===== config.mk =====
export PLATFORM = sky130hd
export DESIGN_NAME = wb_commit_monitor_flat
export DESIGN_NICKNAME = d
export VERILOG_FILES = /design/src/rtl/wb_commit_if.sv /design/src/rtl/wb_commit_monitor.sv /design/src/flat_wrapper.sv
export SDC_FILE = /design/constraint.sdc
export NUM_CORES = 1
export LEC_CHECK = 0
export ABC_CLOCK_PERIOD_IN_PS = 2800
export CAP_MARGIN = 0
export CORE_AREA = 3 3 202 204
export DETAILED_ROUTE_END_ITERATION = 12
export DIE_AREA = 0 0 205 207
export PLACE_DENSITY_LB_ADDON = 0.25
export SYNTH_ARGS = -nofsm -noshare
export SYNTH_HDL_FRONTEND = slang
export SYNTH_SLANG_ARGS = --single-unit

===== constraint.sdc =====
create_clock -name clk -period 2.8 [get_ports clk]
set_input_delay 0.42 -clock clk [delete_from_list [all_inputs] [get_ports clk]]
set_output_delay 0.42 -clock clk [all_outputs]
set_load 0.05 [all_outputs]

===== src/rtl/wb_commit_if.sv =====
// Writeback-stage commit bundle as produced by the MEM/WB pipeline register.
// The pipeline drives the master side; observers such as the commit monitor use the slave side.
interface wb_commit_if;
   logic        commit;
   logic [63:0] commit_pre_pc;
   logic [31:0] commit_instr;
   logic [63:0] commit_pc;
   logic        reg_wen;
   logic [4:0]  rd;
   logic [63:0] wdata;

   modport master (
      output commit, commit_pre_pc, commit_instr, commit_pc, reg_wen, rd, wdata
   );

   modport slave (
      input  commit, commit_pre_pc, commit_instr, commit_pc, reg_wen, rd, wdata
   );
endinterface


===== src/rtl/wb_commit_monitor.sv =====
// Commit monitor: counts retired instructions and run cycles, checks PC continuity,
// shadows a0 and flags ebreak halts, watchdog timeouts and PC breaks.
//
// state      | meaning
// IDLE       | waiting for the first commit, which must be at RESET_PC
// RUN        | commits flowing, PC chain and watchdog checked
// HALT_GOOD  | ebreak retired with a0 == 0
// HALT_BAD   | ebreak retired with a0 != 0
// TIMEOUT    | no commit for TIMEOUT_CYCLES cycles
// PC_ERR     | commit PC did not match the expected PC
module wb_commit_monitor #(
   parameter logic [63:0] RESET_PC       = 64'h8000_0000,
   parameter logic [31:0] TIMEOUT_CYCLES = 32'd100000,
   parameter logic [31:0] EBREAK_INSTR   = 32'h0010_0073
) (
   input  logic          clk,
   input  logic          rst,
   wb_commit_if.slave    wb_i,
   output logic [2:0]    mon_o_state,
   output logic          mon_o_done,
   output logic [63:0]   mon_o_instret,
   output logic [63:0]   mon_o_cycles,
   output logic [63:0]   mon_o_a0,
   output logic [63:0]   mon_o_err_pc,
   output logic [31:0]   mon_o_idle_cnt
);

   typedef enum logic [2:0] {
      ST_IDLE      = 3'd0,
      ST_RUN       = 3'd1,
      ST_HALT_GOOD = 3'd2,
      ST_HALT_BAD  = 3'd3,
      ST_TIMEOUT   = 3'd4,
      ST_PC_ERR    = 3'd5
   } state_t;

   state_t      state_q, state_d;
   logic [63:0] err_pc_q, err_pc_d;
   logic [63:0] instret_q;
   logic [63:0] cycles_q;
   logic [63:0] a0_q;
   logic [63:0] exp_pc_q;
   logic [31:0] idle_cnt_q;

   logic        accept;
   logic        a0_wr;
   logic [63:0] a0_eff;
   logic        is_ebreak;
   logic        idle_tc;

   assign accept    = wb_i.commit && ((state_q == ST_IDLE) || (state_q == ST_RUN));
   assign a0_wr     = accept && wb_i.reg_wen && (wb_i.rd == 5'd10);
   // The halting ebreak sees a0 as written by its own commit, if any.
   assign a0_eff    = a0_wr ? wb_i.wdata : a0_q;
   assign is_ebreak = (wb_i.commit_instr == EBREAK_INSTR);
   assign idle_tc   = (idle_cnt_q == (TIMEOUT_CYCLES - 32'd1));

   always_ff @(posedge clk or negedge rst) begin
      if (!rst) begin
         state_q  <= ST_IDLE;
         err_pc_q <= 64'd0;
      end else begin
         state_q  <= state_d;
         err_pc_q <= err_pc_d;
      end
   end

   always_comb begin
      state_d  = state_q;
      err_pc_d = err_pc_q;
      case (state_q)
         ST_IDLE: begin
            if (accept) begin
               if (wb_i.commit_pre_pc == RESET_PC) begin
                  state_d = ST_RUN;
               end else begin
                  state_d  = ST_PC_ERR;
                  err_pc_d = RESET_PC;
               end
            end
         end
         ST_RUN: begin
            if (accept) begin
               // A broken PC chain outranks an ebreak on the same commit.
               if (wb_i.commit_pre_pc != exp_pc_q) begin
                  state_d  = ST_PC_ERR;
                  err_pc_d = exp_pc_q;
               end else if (is_ebreak) begin
                  state_d  = (a0_eff == 64'd0) ? ST_HALT_GOOD : ST_HALT_BAD;
                  err_pc_d = wb_i.commit_pre_pc;
               end
            end else if (idle_tc) begin
               state_d = ST_TIMEOUT;
            end
         end
         default: begin
            state_d  = state_q;
            err_pc_d = err_pc_q;
         end
      endcase
   end

   always_ff @(posedge clk or negedge rst) begin
      if (!rst) begin
         instret_q  <= 64'd0;
         cycles_q   <= 64'd0;
         a0_q       <= 64'd0;
         exp_pc_q   <= 64'd0;
         idle_cnt_q <= 32'd0;
      end else begin
         if (accept) begin
            instret_q <= instret_q + 64'd1;
            exp_pc_q  <= wb_i.commit_pc;
         end
         if (a0_wr) begin
            a0_q <= wb_i.wdata;
         end
         if (state_q == ST_RUN) begin
            cycles_q   <= cycles_q + 64'd1;
            idle_cnt_q <= accept ? 32'd0 : (idle_cnt_q + 32'd1);
         end
      end
   end

   assign mon_o_state    = state_q;
   assign mon_o_done     = (state_q != ST_IDLE) && (state_q != ST_RUN);
   assign mon_o_instret  = instret_q;
   assign mon_o_cycles   = cycles_q;
   assign mon_o_a0       = a0_q;
   assign mon_o_err_pc   = err_pc_q;
   assign mon_o_idle_cnt = idle_cnt_q;

endmodule


===== src/flat_wrapper.sv =====
// flat-port wrapper written by rule: the top's interface ports become plain ports
module wb_commit_monitor_flat 
#(
   parameter logic [63:0] RESET_PC       = 64'h8000_0000,
   parameter logic [31:0] TIMEOUT_CYCLES = 32'd100000,
   parameter logic [31:0] EBREAK_INSTR   = 32'h0010_0073
)
  (clk, rst, mon_o_state, mon_o_done, mon_o_instret, mon_o_cycles, mon_o_a0, mon_o_err_pc, mon_o_idle_cnt, wb_i_commit, wb_i_commit_pre_pc, wb_i_commit_instr, wb_i_commit_pc, wb_i_reg_wen, wb_i_rd, wb_i_wdata);
  wb_commit_if wb_i_i ();
  input  logic clk;
  input  logic rst;
  output logic [2:0] mon_o_state;
  output logic mon_o_done;
  output logic [63:0] mon_o_instret;
  output logic [63:0] mon_o_cycles;
  output logic [63:0] mon_o_a0;
  output logic [63:0] mon_o_err_pc;
  output logic [31:0] mon_o_idle_cnt;
  input wire logic [$bits(wb_i_i.commit)-1:0] wb_i_commit;
  input wire logic [$bits(wb_i_i.commit_pre_pc)-1:0] wb_i_commit_pre_pc;
  input wire logic [$bits(wb_i_i.commit_instr)-1:0] wb_i_commit_instr;
  input wire logic [$bits(wb_i_i.commit_pc)-1:0] wb_i_commit_pc;
  input wire logic [$bits(wb_i_i.reg_wen)-1:0] wb_i_reg_wen;
  input wire logic [$bits(wb_i_i.rd)-1:0] wb_i_rd;
  input wire logic [$bits(wb_i_i.wdata)-1:0] wb_i_wdata;
  assign wb_i_i.commit = wb_i_commit;
  assign wb_i_i.commit_pre_pc = wb_i_commit_pre_pc;
  assign wb_i_i.commit_instr = wb_i_commit_instr;
  assign wb_i_i.commit_pc = wb_i_commit_pc;
  assign wb_i_i.reg_wen = wb_i_reg_wen;
  assign wb_i_i.rd = wb_i_rd;
  assign wb_i_i.wdata = wb_i_wdata;
  wb_commit_monitor #(.RESET_PC(RESET_PC), .TIMEOUT_CYCLES(TIMEOUT_CYCLES), .EBREAK_INSTR(EBREAK_INSTR)) u_core (.clk(clk), .rst(rst), .wb_i(wb_i_i), .mon_o_state(mon_o_state), .mon_o_done(mon_o_done), .mon_o_instret(mon_o_instret), .mon_o_cycles(mon_o_cycles), .mon_o_a0(mon_o_a0), .mon_o_err_pc(mon_o_err_pc), .mon_o_idle_cnt(mon_o_idle_cnt));
endmodule

==> results of run 1 <==
final timing paths:
| check | endpoint | cells after the start | start | slack, ps |
|---|---|---|---|---|
| max in group asynchronous | u_core.exp_pc_q[13]$_DFFE_PN0N_ | 4 | rst | 1420 |
| worst min register to register | u_core.mon_o_instret[63]$_DFFE_PN0N_ | 1 | u_core.mon_o_instret[63]$_DFFE_PN0N_ | 480 |
| worst max-delay path | u_core.mon_o_err_pc[24]$_DFFE_PN0P_ | 10 | wb_i_commit_pre_pc[29] | 210 |
| worst min-delay path | u_core.mon_o_idle_cnt[23]$_DFFE_PN0P_ | 2 | rst | 470 |
| min in group clk | u_core.mon_o_instret[63]$_DFFE_PN0N_ | 1 | u_core.mon_o_instret[63]$_DFFE_PN0N_ | 480 |
| worst max register to register | u_core.mon_o_err_pc[24]$_DFFE_PN0P_ | 8 | u_core.exp_pc_q[10]$_DFFE_PN0N_ | 330 |
per-layer routing:
layer | track usage | vias up
met2 | 0.404 | 430
met4 | 0.105 | 10
met1 | 0.311 | 6534
met3 | 0.0654 | 111
met5 | 0 | -
li1 | - | 6134
critical path: cells and delay by family:
| kind | cells | cell delay (ps) |
|---|---|---|
| AND/OR/NAND/NOR | 3 | 1160 |
| multiplexers | 1 | 130 |
| AO/OA/AOI/OAI | 2 | 260 |
| buffers and inverters | 4 | 1020 |
flip-flops by register name (all words and copies together), names as in the netlist:
register,flops
u_core.exp_pc_q,64
u_core.mon_o_a0,64
u_core.mon_o_cycles,64
u_core.mon_o_err_pc,64
u_core.mon_o_instret,64
u_core.mon_o_idle_cnt,32
u_core.mon_o_state,3
where the power goes:
part | switching [W] | internal (W)
registers | 0.00104 | 0.00596
logic | 0.00298 | 0.00204
clock network | 0.00209 | 0.00315
through the flow:
stage	total power [W]	utilization	setup WS, ps
after floorplan	0.00972	-	404
after global placement	0.0120	0.579	-394
after detailed placement	0.0121	0.579	-384
after CTS	0.0174	0.613	203
after global routing	0.0180	0.613	16.3
final	0.0173	0.613	206
layout by cell type (no fill, tap or decap), types with 10 or more instances in the layout:
master	n
clkdlybuf4s50_1	523
dfrtp_1	355
mux2_2	131
nand2_1	126
xor2_1	112
xnor2_1	101
buf_4	88
inv_1	84
nor4_1	79
mux2i_1	63
nand3_1	58
nand4_1	53
nor2_1	53
clkbuf_16	41
nor3_1	28
and4_1	21
and3_1	20
clkbuf_8	11
buf_12	10
final cells by class:
| type | count | area, µm² |
|---|---|---|
| Antenna cell | 7 | 17.5 |
| Clock buffer | 59 | 1200 |
| Clock inverter | 10 | 105 |
| Fill cell | 3236 | 15300 |
| Inverter | 84 | 315 |
| Multi-Input combinational cell | 918 | 6890 |
| Sequential cell | 355 | 8880 |
| Tap cell | 525 | 657 |
| Timing Repair Buffer | 623 | 6120 |
cells by family after synthesis:
group / after synthesis
AOI/OAI and AO/OA: 24
xor gates and xnor gates: 213
adders and majority gates: 3
DFF: 355
buffers and inverters: 130
and+or+nand+nor: 484
muxes: 194
repair_timing:
action / CTS / global route
endpoints found under the setup margin: 0 / 0
hold buffers: 1 / 0
endpoints found under the hold margin: 62 / 0
==> key figures, run 1 <==
Yosys
  • Unique masters post-synth: 51
  • Syn nets: 1639
  • Syn Area/Cell: 11.6 µm²
  • Synth Area in Compound Gates: 0.00951
  • Main combinational cell family by area after synthesis: simple AND/OR/NAND/NOR gates
  • Cell area after synthesis: 16300 µm²
  • Synth Area in Adders: 0.00230
  • Warnings, synthesis: 0
  • #FFs+latches synth: 355
  • Area leader, netlist: dfrtp_1
  • Synth Area in Simple Gates: 0.165
  • Area share of the largest cell type after synthesis: 0.544
  • Top-count cell post-synth: dfrtp_1
  • EDFF count, synth: 0
  • Multiplexer area fraction after synthesis: 0.129
  • Predominant post-synthesis flop cell: dfrtp_1
  • Synth async-reset ratio: 1.00
  • Xor and xnor fraction of the mapped netlist area: 0.114
  • Synth cell count leaders: dfrtp_1, mux2_2, nand2_1
  • Post-Synthesis Cells: 1403
  • Synth area leaders: dfrtp_1, mux2_2, xor2_1
  • Sequential fraction of the synthesis area: 0.544

Routing
  • Max Used Layer: met5
  • Vias per inst: 5.12
  • Met2 WL: 25600 µm
  • WL met3: 3710 µm
  • First-pass detailed-route iteration total: 5
  • Post-route antenna net violation count: 0
  • Met1 WL: 21600 µm
  • WL/cell: 20.6 µm
  • # DRC: 0
  • Overall routed net length: 53200 µm
  • DR iter-0 viols: 728
  • DR vias: 13200

Timing
  • Setup TNS: 0 ps
  • Worst clock skew: 11.2 ps
  • Setup-failing EPs final: 0
  • Fin crit share: 0.927
  • Min Hold Slack: 468 ps
  • Final slew viol count: 0
  • Worst-margin pin slew: 646 ps
  • Fmax: 0.385 GHz
  • Max_slew headroom: 0.568
  • Tmin final: 2590 ps
  • RSZ-0062 raised after global routing: no
  • Final Hold Viols: 0

Cells and area
  • Share of layout cells above drive strength 1: 0.154
  • Final std cells w/o fill: 2581
  • Final Cell Area: 24200 µm²
  • Area grow syn2layout: 48.2%
  • Final nets: 2258

Clocking
  • CTS root buf: clkbuf_16
  • Cts bufs inserted: 40
  • Post-CTS setup buffer count: 0
  • Clk buf depth: 3
  • CTS tree: built
  • Post-cts gate resize count: 0
  • H-tree Lvls: 2
  • # clock sinks: 355
  • Clk_lat worst skew: 540 ps
  • Clock slew seen by the registers of the worst setup and hold paths: 60 ps

GRT
  • Gr usage total: 0.248
  • Vias in the first global route: 14000
  • Largest net degree at the start of global routing: 82
  • Initial antenna violation count: 12
  • Remaining Overflow, GRT: 0
  • First-pass GRT wire length: 81700 µm

Place
  • Placed Cells: 2504
  • Port buffer count: 524
  • Placed Instance Area: 22900 µm²
  • Final GP Congestion: 0.940
  • Dpl hpwl: 41300 µm

Critical path
  • Crit start category: input pin
  • Crit path max fanout: 18
  • Max stage delay cell, worst path: or4_1
  • Required @ worst endpoint: 3210 ps
  • Crit-path most repeated cell: buf_4
  • Largest stage delay, worst path: 600 ps
  • CP endpoint kind: flip-flop
  • CP Class: input pin to flip-flop
  • Worst EP arrival: 3010 ps
  • Crit path cell chain: clkdlybuf4s50_1 > nor4b_1 > buf_4 > nand4_1 > or4_1 > o21ai_0 > buf_4 > a31oi_4 > buf_12 > mux2i_1

Die
  • Core Area: 39500 µm²
  • Initial Util: 0.414
  • Top-level I/O count: 525
  • Num rows: 73
  • Overall die height: 207 µm
  • Die width: 205 µm
  • Die area: 42400 µm²

Pwr
  • Leak: 10.4 nW
  • P per Cell Area: 713 nW/µm²
  • VDD IR-drop max: 519 µV

Run status
  • Status: finished clean

Hold path
  • HP Class: input pin to asynchronous set/reset pin

Job
  • Max-Cap Viols: 0
Power figures use the tool's default switching activity.
==> run 2, diff against run 1 <==
--- a/config.mk
+++ b/config.mk
@@ -7,10 +7,11 @@
 export LEC_CHECK = 0
 export ABC_CLOCK_PERIOD_IN_PS = 2800
 export CAP_MARGIN = 0
-export CORE_AREA = 3 3 202 204
+export CORE_AREA = 3 3 201 203
 export DETAILED_ROUTE_END_ITERATION = 12
-export DIE_AREA = 0 0 205 207
+export DIE_AREA = 0 0 204 206
 export PLACE_DENSITY_LB_ADDON = 0.25
+export SKIP_LAST_GASP = 1
 export SYNTH_ARGS = -nofsm -noshare
 export SYNTH_HDL_FRONTEND = slang
 export SYNTH_SLANG_ARGS = --single-unit
==> run 2 against run 1 <==
Effect of this change: cell area shrank 0.64%; largest cell class unchanged; final cell count shrank 0.77%; highest routed layer unchanged; power grew 0.75%.
==> key figures, run 2 (same netlist as run 1, synthesis figures left out) <==
Run status
  • Status: finished clean (unchanged)

Clocking
  • Clk buf depth: 3 (unchanged)
  • CTS root buf: clkbuf_16 (unchanged)
  • # clock sinks: 355 (unchanged)
  • Post-CTS setup buffer count: 0 (unchanged)
  • CTS tree: built (unchanged)
  • Cts bufs inserted: 40 (unchanged)
  • Clk_lat worst skew: 550 ps (was 540 ps)
  • Clock slew seen by the registers of the worst setup and hold paths: 60 ps (about the same)
  • H-tree Lvls: 2 (unchanged)

Routing
  • Vias per inst: 5.17 (was 5.12)
  • DR iter-0 viols: 639 (was 728)
  • Overall routed net length: 54200 µm (was 53200 µm)
  • DR vias: 13300 (was 13200)
  • WL/cell: 21.2 µm (was 20.6 µm)
  • First-pass detailed-route iteration total: 5 (unchanged)
  • Post-route antenna net violation count: 0 (unchanged)
  • # DRC: 0 (unchanged)

GRT
  • Initial antenna violation count: 16 (was 12)
  • First-pass GRT wire length: 81100 µm (was 81700 µm)
  • Vias in the first global route: 13800 (was 14000)
  • Remaining Overflow, GRT: 0 (unchanged)
  • Gr usage total: 0.251 (was 0.248)
  • Largest net degree at the start of global routing: 70 (was 82)

Job
  • Max-Cap Viols: 0 (unchanged)

Die
  • Die area: 42000 µm² (was 42400 µm²)
  • Num rows: 72 (was 73)
  • Initial Util: 0.422 (was 0.414)
  • Top-level I/O count: 525 (unchanged)
  • Die width: 204 µm (was 205 µm)
  • Overall die height: 206 µm (was 207 µm)
  • Core Area: 38600 µm² (was 39500 µm²)

Timing
  • Final Hold Viols: 0 (unchanged)
  • Min Hold Slack: 435 ps (was 468 ps)
  • Final slew viol count: 0 (unchanged)
  • Worst clock skew: 13.9 ps (was 11.2 ps)
  • Worst-margin pin slew: 815 ps (was 646 ps)
  • Setup-failing EPs final: 0 (unchanged)
  • Tmin final: 2650 ps (was 2590 ps)
  • Max_slew headroom: 0.457 (was 0.568)
  • RSZ-0062 raised after global routing: no (unchanged)
  • Fin crit share: 0.947 (was 0.927)
  • Fmax: 0.377 GHz (was 0.385 GHz)

Critical path
  • Max stage delay cell, worst path: or4_1 (unchanged)
  • CP Class: input pin to flip-flop (unchanged)
  • CP Capture Point: u_core.mon_o_err_pc[8]$_DFFE_PN0P_ (was u_core.mon_o_err_pc[24]$_DFFE_PN0P_)
  • Worst r2r src: u_core.mon_o_state[1]$_DFFE_PN0P_ (was u_core.exp_pc_q[10]$_DFFE_PN0N_)
  • Required @ worst endpoint: 3210 ps (about the same)
  • Crit path buffers/inverters: 4 (unchanged)
  • Crit start category: input pin (unchanged)
  • CP endpoint kind: flip-flop (unchanged)
  • Reg-to-Reg End: u_core.mon_o_state[0]$_DFFE_PN0P_ (was u_core.mon_o_err_pc[24]$_DFFE_PN0P_)
  • WP depth: 10 (unchanged)
  • Crit path max fanout: 37 (was 18)
  • Worst EP arrival: 3060 ps (was 3010 ps)
  • Largest stage delay, worst path: 610 ps (was 600 ps)
  • Cells on worst reg2reg path: 8 (unchanged)
  • Worst setup path startpoint: wb_i_commit_pre_pc[31] (was wb_i_commit_pre_pc[29])
  • Cell family with the largest share of critical-path delay: buffers and inverters (was simple AND/OR/NAND/NOR gates)
  • R2R setup slack: 240 ps (was 330 ps)
  • Crit-path most repeated cell: buf_4 (unchanged)
  • Crit path cell chain: clkdlybuf4s50_1 > nor4b_1 > buf_4 > nand4_1 > or4_1 > o21ai_0 > buf_4 > a31oi_4 > buf_12 > mux2i_1 (unchanged)

Cells and area
  • Area grow syn2layout: 47.3% (was 48.2%)
  • Sequential Area: 8880 µm² (unchanged)
  • Share of layout cells above drive strength 1: 0.144 (was 0.154)
  • Final Cell Area: 24000 µm² (was 24200 µm²)
  • Final Util: 0.622 (was 0.613)
  • Fillers: 3088 (was 3236)
  • Most frequent cells in the layout: clkdlybuf4s50_1, dfrtp_1, mux2_2 (unchanged)
  • Final nets: 2236 (was 2258)
  • Commonest non-fill, non-tap cell in the layout: clkdlybuf4s50_1 (unchanged)
  • Area of the multi-input gates: 6890 µm² (unchanged)

Place
  • Port buffer count: 524 (unchanged)
  • Dpl hpwl: 41600 µm (was 41300 µm)
  • Placed Instance Area: 22600 µm² (was 22900 µm²)
  • Final GP Congestion: 0.945 (was 0.940)

Hold path
  • HP Class: input pin to asynchronous set/reset pin (unchanged)

Pwr
  • P per Cell Area: 723 nW/µm² (was 713 nW/µm²)
  • Leak: 10.2 nW (was 10.4 nW)
  • Final total power: 0.0174 W (was 0.0173 W)
  • VDD IR-drop max: 608 µV (was 519 µV)
[run 2: cell count changes in the layout (fill, tap and decap cells not counted), sizes merged]
cell / previous run / this run
buf: 99 / 77
diode: 7 / 13
clkinv: 6 / 3
inv: 84 / 87
bufinv: 2 / 4
clkbuf: 59 / 61
clkinvlp: 2 / 1
[run 2: per-stage QoR]
stage	instances	setup TNS, ps	setup slack [ps]
after floorplan	1403	0	404
after global placement	2475	-18290	-294
after detailed placement	2475	-22020	-358
after CTS	2548	0	214
after global routing	2559	0	55.9
final	2561	0	149
[run 2: final cells by class]
cell class | instances | share of cell area
Antenna cell | 13 | 0.00135
Clock buffer | 61 | 0.0491
Clock inverter | 11 | 0.00703
Inverter | 84 | 0.0131
Multi-Input combinational cell | 918 | 0.287
Sequential cell | 355 | 0.370
Tap cell | 518 | 0.0270
Timing Repair Buffer | 601 | 0.246
[run 2: where the power goes]
part	internal, W	leakage, nW	total (W)	switching (W)
combinational	0.00201	4.91	0.00497	0.00297
clock	0.00328	0.659	0.00541	0.00212
sequential	0.00596	4.67	0.00700	0.00104
total	0.0113	10.2	0.0174	0.00613
[run 2: per-layer routing]
metal	wire, µm	GRT usage	up-vias
met4	2280	0.120	10
met2	26700	0.419	487
met1	21000	0.302	6538
met3	4180	0.0720	122
li1	-	-	6093
met5	61	0	-
[run 2: how the worst min path moves through the flow]
stage,from,end,cells after the start
final,rst,u_core.exp_pc_q[60]$_DFFE_PN0N_,2
after floorplan,rst,u_core.exp_pc_q[0]$_DFFE_PN0N_,0
after detailed placement,rst,u_core.mon_o_err_pc[58]$_DFFE_PN0P_,1
after global routing,rst,u_core.exp_pc_q[60]$_DFFE_PN0N_,2
after global placement,rst,u_core.mon_o_err_pc[58]$_DFFE_PN0P_,1
after CTS,rst,u_core.mon_o_err_pc[59]$_DFFE_PN0P_,2
[run 2: what timing repair did]
item                      CTS  global route
resized for setup           0             0
hold endpoints to repair   58             0
hold buffers                1             0
